File: config.mk
export PLATFORM = sky130hd
export DESIGN_NAME = seq_serializer
export DESIGN_NICKNAME = d
export VERILOG_FILES = /design/src/rtl/seq_pkg.sv /design/src/rtl/seq_serializer.sv
export SDC_FILE = /design/constraint.sdc
export NUM_CORES = 1
export LEC_CHECK = 0
export CAP_MARGIN = 20
export CORE_MARGIN = 8
export CORE_UTILIZATION = 31
export CTS_CLUSTER_SIZE = 16
export DETAILED_ROUTE_END_ITERATION = 16
export HOLD_SLACK_MARGIN = 0.03
export MAX_ROUTING_LAYER = met4
export PLACE_DENSITY = 0.54
export SLEW_MARGIN = 0
export SYNTH_ARGS = -nofsm -noshare
export SYNTH_HDL_FRONTEND = slang
export SYNTH_SLANG_ARGS = --single-unit
File: constraint.sdc
create_clock -name clk -period 1.75 [get_ports clk]
set_input_delay 0.175 -clock clk [delete_from_list [all_inputs] [get_ports clk]]
set_output_delay 0.175 -clock clk [all_outputs]
set_load 0.03 [all_outputs]
File: src/rtl/seq_pkg.sv
//==============================================================================
// Module      : seq_pkg
// Description : Shared types and constants for the sequence-detector path
//               (serializer front end now, seq_det later).
//               Contents:
//                 ser_state_t         - serializer FSM state encoding
//                 SEQ_WORD_W_DEFAULT  - default parallel word width
//                 SEQ_CNT_W           - width of the completed-word counter
// Revision    : 1.0 - initial release
//==============================================================================
`default_nettype none

package seq_pkg;

    typedef enum logic [1:0] {
        SER_IDLE   = 2'd0,
        SER_SHIFT  = 2'd1,
        SER_PARITY = 2'd2
    } ser_state_t;

    localparam int SEQ_WORD_W_DEFAULT = 8;
    localparam int SEQ_CNT_W          = 16;

endpackage : seq_pkg

`default_nettype wire

File: src/rtl/seq_serializer.sv
//==============================================================================
// Module      : seq_serializer
// Description : Parallel-to-serial front end for seq_det. Accepts WIDTH-bit
//               words over valid/ready and emits them MSB-first, one bit per
//               clk, with no idle gap between back-to-back words.
//               Optional build macro: SEQ_SER_PARITY_EN appends one even-parity
//               bit after each word (WIDTH+1 valid cycles per word).
// Ports       : clk        - system clock, rising edge
//               rst        - synchronous active-high reset
//               in_data    - word to serialize, sampled on accept
//               in_valid   - upstream has a word
//               in_ready   - block can accept (forced low while rst=1)
//               data       - registered serial bit
//               data_valid - registered, data carries a word/parity bit
//               busy       - FSM not idle
//               words_sent - completed-word count, wraps at 16 bits
// Revision    : 1.0 - initial release
//==============================================================================
`default_nettype none

module seq_serializer
    import seq_pkg::*;
#(
    parameter int   WIDTH    = SEQ_WORD_W_DEFAULT,
    parameter logic IDLE_BIT = 1'b0
) (
    input  logic                 clk,
    input  logic                 rst,
    input  logic [WIDTH-1:0]     in_data,
    input  logic                 in_valid,
    output logic                 in_ready,
    output logic                 data,
    output logic                 data_valid,
    output logic                 busy,
    output logic [SEQ_CNT_W-1:0] words_sent
);

    localparam int c_CNT_W = $clog2(WIDTH);

    ser_state_t            r_state;
    // The current bit lives in r_data; r_sreg holds only the bits still to
    // come, so the shift register is one bit narrower than the word.
    logic [WIDTH-2:0]      r_sreg;
    logic [c_CNT_W-1:0]    r_cnt;
    logic                  r_data;
    logic                  r_data_valid;
    logic [SEQ_CNT_W-1:0]  r_words;
`ifdef SEQ_SER_PARITY_EN
    logic                  r_par;
`endif

    logic w_last;    // final cycle of a word: completes it and may chain the next
    logic w_accept;

`ifdef SEQ_SER_PARITY_EN
    assign w_last = (r_state == SER_PARITY);
`else
    assign w_last = (r_state == SER_SHIFT) && (r_cnt == '0);
`endif

    assign in_ready = !rst && ((r_state == SER_IDLE) || w_last);
    assign w_accept = in_valid && in_ready;

    always_ff @(posedge clk) begin
        if (rst) begin
            r_state      <= SER_IDLE;
            r_sreg       <= '0;
            r_cnt        <= '0;
            r_data       <= IDLE_BIT;
            r_data_valid <= 1'b0;
            r_words      <= '0;
`ifdef SEQ_SER_PARITY_EN
            r_par        <= 1'b0;
`endif
        end else if ((r_state == SER_IDLE) || w_last) begin
            if (w_last) begin
                r_words <= r_words + 1'b1;
            end
            if (w_accept) begin
                // Load a new word; its MSB goes straight to the output so it
                // appears the cycle after the accept edge.
                r_state      <= SER_SHIFT;
                r_sreg       <= in_data[WIDTH-2:0];
                r_cnt        <= c_CNT_W'(WIDTH - 1);
                r_data       <= in_data[WIDTH-1];
                r_data_valid <= 1'b1;
`ifdef SEQ_SER_PARITY_EN
                r_par        <= ^in_data;
`endif
            end else begin
                r_state      <= SER_IDLE;
                r_data       <= IDLE_BIT;
                r_data_valid <= 1'b0;
            end
        end else if ((r_state == SER_SHIFT) && (r_cnt != '0)) begin
            r_sreg       <= r_sreg << 1;
            r_cnt        <= r_cnt - 1'b1;
            r_data       <= r_sreg[WIDTH-2];
            r_data_valid <= 1'b1;
`ifdef SEQ_SER_PARITY_EN
        end else if (r_state == SER_SHIFT) begin
            // Last data bit done: one extra cycle carrying even parity.
            r_state      <= SER_PARITY;
            r_data       <= r_par;
            r_data_valid <= 1'b1;
`endif
        end else begin
            // Unreachable encodings recover to idle.
            r_state      <= SER_IDLE;
            r_data       <= IDLE_BIT;
            r_data_valid <= 1'b0;
        end
    end

    assign data       = r_data;
    assign data_valid = r_data_valid;
    assign busy       = (r_state != SER_IDLE);
    assign words_sent = r_words;

endmodule : seq_serializer

`default_nettype wire

==> impl_results.md <==
- Initial Util: 32.0%
- I/O Pins: 31
- Unrepaired setup endpoints after global routing: true
- Net Sw Frac: 24.7%
- Total global routing overflow: 0
- Run status: finished, violations left
- Die area: 0.00640 sq mm
- Hold Crit Endpoint: data
- FMAX: 571 MHz
- Min-delay worst type: reg -> reg
- Psw: 366 uW
- FF-to-FF setup slack: -1 ps
- Avg Cell Area, Syn: 9.07 sq um
- Share of layout cells above drive strength 1: 26.9%
- Synth async-reset ratio: 0%
- PwrDens: 782 mW/mm^2
- Top-count cell post-synth: dfxtp_1
- Clock Power Share: 37.2%
- Nets: 200
- Post-placement setup slack: -20.5 ps
- PortBufs: 30
- Int Power: 1.11 mW
- Root Buffer: clkbuf_8
- Gpl congestion: 0.752
- Largest cells by area after synthesis: dfxtp_1 (46%), nor2_1 (6.2%), mux2i_1 (5.5%)
- WS Path Type: reg -> reg
- Cell taking the most area after synthesis: dfxtp_1
- Crit end category: flip-flop
- Worst-margin pin slew: 340 ps
- Core box area: 0.00397 sq mm
- Dpl hpwl: 2320 um
- Worst Path Max Fanout: 3
- Mapped Cells: 140
- Synthesized area: 0.00127 sq mm
- Vias in the first global route: 1140
- Sequential share of power: 48.2%
- Reg2Reg Depth: 7
- Core Rows: 23
- Post-route minimum period: 1750 ps
- All-layer global routing usage: 10.6%
- Cell depth of the worst hold path: 2
- Reg-to-Reg Start: r_cnt[1]
- Fin crit share: 100%
- Reg2reg end: words_sent[14]
- Required time of the worst setup path: 1960 ps
- DRT Pass-1 Iters: 4
- Worst hold slack: 468 ps
- WL final: 3100 um
- Post-synth EDFFs: 0
- Comb pwr share: 14.6%
- Failing checks: negative setup slack
- Ant diodes: 0
- Post-detailed-route wirelength per cell: 13.1 um
- Register area: 594 sq um
- DR vias: 1148
- Clock skew: 6.62 ps
- Area Growth Syn to Fin: 49.1%
- M3 GR Usage: 4.62%
- Leak: 0.699 nW
- Endpoints failing setup: 1
- GRT met1 Usage: 9.73%
- CTS tree: yes
- First-pass GRT wire length: 5120 um
- Sequential fraction of the synthesis area: 45.7%
- Peak supply drop: 0.000499 V
- Largest net degree at the start of global routing: 15
- Fill count: 382
- Synth cell types: 32
- Number of max-cap violations: 0
- Max clock buf depth: 2
- Clock Latency Late Sink: 280 ps
- DRC Markers: 0
- Yosys warns: 0
- Clock sinks: 29
- Met2 Use GR: 18.6%
- Area of the multi-input gates: 721 sq um
- CTS H-tree lvls: 2
- Final worst slack: -1.09 ps
- DRT iter0 DRCs: 50
- Synth cell count leaders: dfxtp_1 (29), nor2_1 (21), a211oi_1 (9)
- Fin. max-slew vios: 0
- Final hold vios: 0
- Slew headroom: 77.1%
- Synthesized Nets: 154
- Die X: 80.0 um
- Die Height: 80.0 um
- Top cell type's share of synthesized area: 45.7%
- HP Start: r_sreg[6]
- Number of buffers created by CTS: 5
- Main synth FF type: dfxtp_1
- Initial antenna violation count: 0
- Vias per cell: 4.86
- Worst EP arrival: 1970 ps
- Clock slew at reported path FFs: 60 ps
- Worst setup SP type: flip-flop
- Antenna-violating nets left: 0
- Synthesized flop and latch total: 29
- Most Crowded Layer GR: met2
==> cell usage in the layout (no fill, tap or decap), types with 2 or more instances in the layout <==
cell type	n
nand4_1	3
nand3_1	6
nor2_1	21
nor3_1	5
nor4_1	2
o21ai_0	3
dfxtp_4	2
clkdlybuf4s50_1	29
dfxtp_2	5
mux2_2	2
inv_1	3
buf_4	16
a211oi_1	9
or3_2	2
a21oi_1	4
mux2i_1	7
dfxtp_1	22
clkbuf_8	6
ha_4	3
xor2_1	2
a21oi_2	2
and3_1	2
nand2_1	5
nor2b_1	2
inv_2	2
xnor2_1	7
==> stage by stage <==
step | total power, mW | area, sq um | utilization [%] | std cells | TNS, ps
2_1_floorplan | 0.851 | 1330 | - | 140 | -0.237
3_3_place_gp | 0.924 | 1740 | 43.8 | 224 | 0
3_5_place_dp | 0.931 | 1740 | 43.8 | 224 | -20.5
4_1_cts | 1.50 | 1860 | 46.9 | 236 | -16.4
5_1_grt | 1.56 | 1890 | 47.7 | 236 | -169
6_report | 1.48 | 1890 | 47.7 | 236 | -1.09
==> flip-flops by register name, summed over array words and instances (netlist names) <==
| signal | count |
|---|---|
| data | 1 |
| r_cnt | 3 |
| r_sreg | 7 |
| words_sent | 16 |
| r_state | 1 |
| data_valid | 1 |
==> area by class of cell <==
class	count	area share [%]
Clock buffer	7	4.56
Timing Repair Buffer	45	21.7
Multi-Input combinational cell	100	38.1
Inverter	5	0.991
Sequential cell	29	31.4
Tap cell	50	3.30
==> power by group through the flow <==
stage          clock network (mW)  registers [mW]  logic [mW]
4_1_cts                     0.566           0.714       0.220
3_3_place_gp                    0           0.726       0.198
2_1_floorplan                   0           0.739       0.112
3_5_place_dp                    0           0.728       0.203
5_1_grt                     0.599           0.717       0.241
6_report                    0.550           0.713       0.216
==> logic make-up (layout without fill, tap and decap cells) <==
logic type	count (synthesis)	count (layout)	synth area share, %
simple gates	60	60	25.1
fa+ha+maj	3	3	2.96
xor+xnor	9	9	6.21
mux	9	9	7.29
compound gates	19	19	9.46
buf+inv	11	57	3.25
flops	29	29	45.7
==> worst max path at each step <==
| stage | startpoint | endpoint | slack (ps) | cells past startpoint |
|---|---|---|---|---|
| floorplan | r_cnt[1] | words_sent[14] | -0.2 | 7 |
| global placement | r_cnt[1] | words_sent[14] | 40 | 7 |
| detailed placement | r_cnt[0] | words_sent[14] | -20 | 7 |
| CTS | r_cnt[1] | words_sent[14] | -20 | 7 |
| global route | r_cnt[1] | words_sent[14] | -80 | 7 |
| finish | r_cnt[1] | words_sent[14] | -1 | 7 |
==> critical path: stages, from the launching register on <==
cell,delay [ps]
dfxtp_2,320
inv_2,60
ha_4,130
ha_4,140
nand2_4,50
or3_4,370
or4_4,490
a21oi_2,140
==> repair_timing <==
item / CTS / global route
pin swaps: 2 / 1
setup buffers: 5 / 0
endpoints found under the setup margin: 3 / 7
hold buffers: 0 / 0
gates resized for setup: 2 / 6
==> layer usage <==
metal  up-vias  wire length, um
met3         7              202
met5         -                0
met1       534             1310
met2        26             1520
met4         0               62
li1        581                -
(Power assumes the default switching activity.)
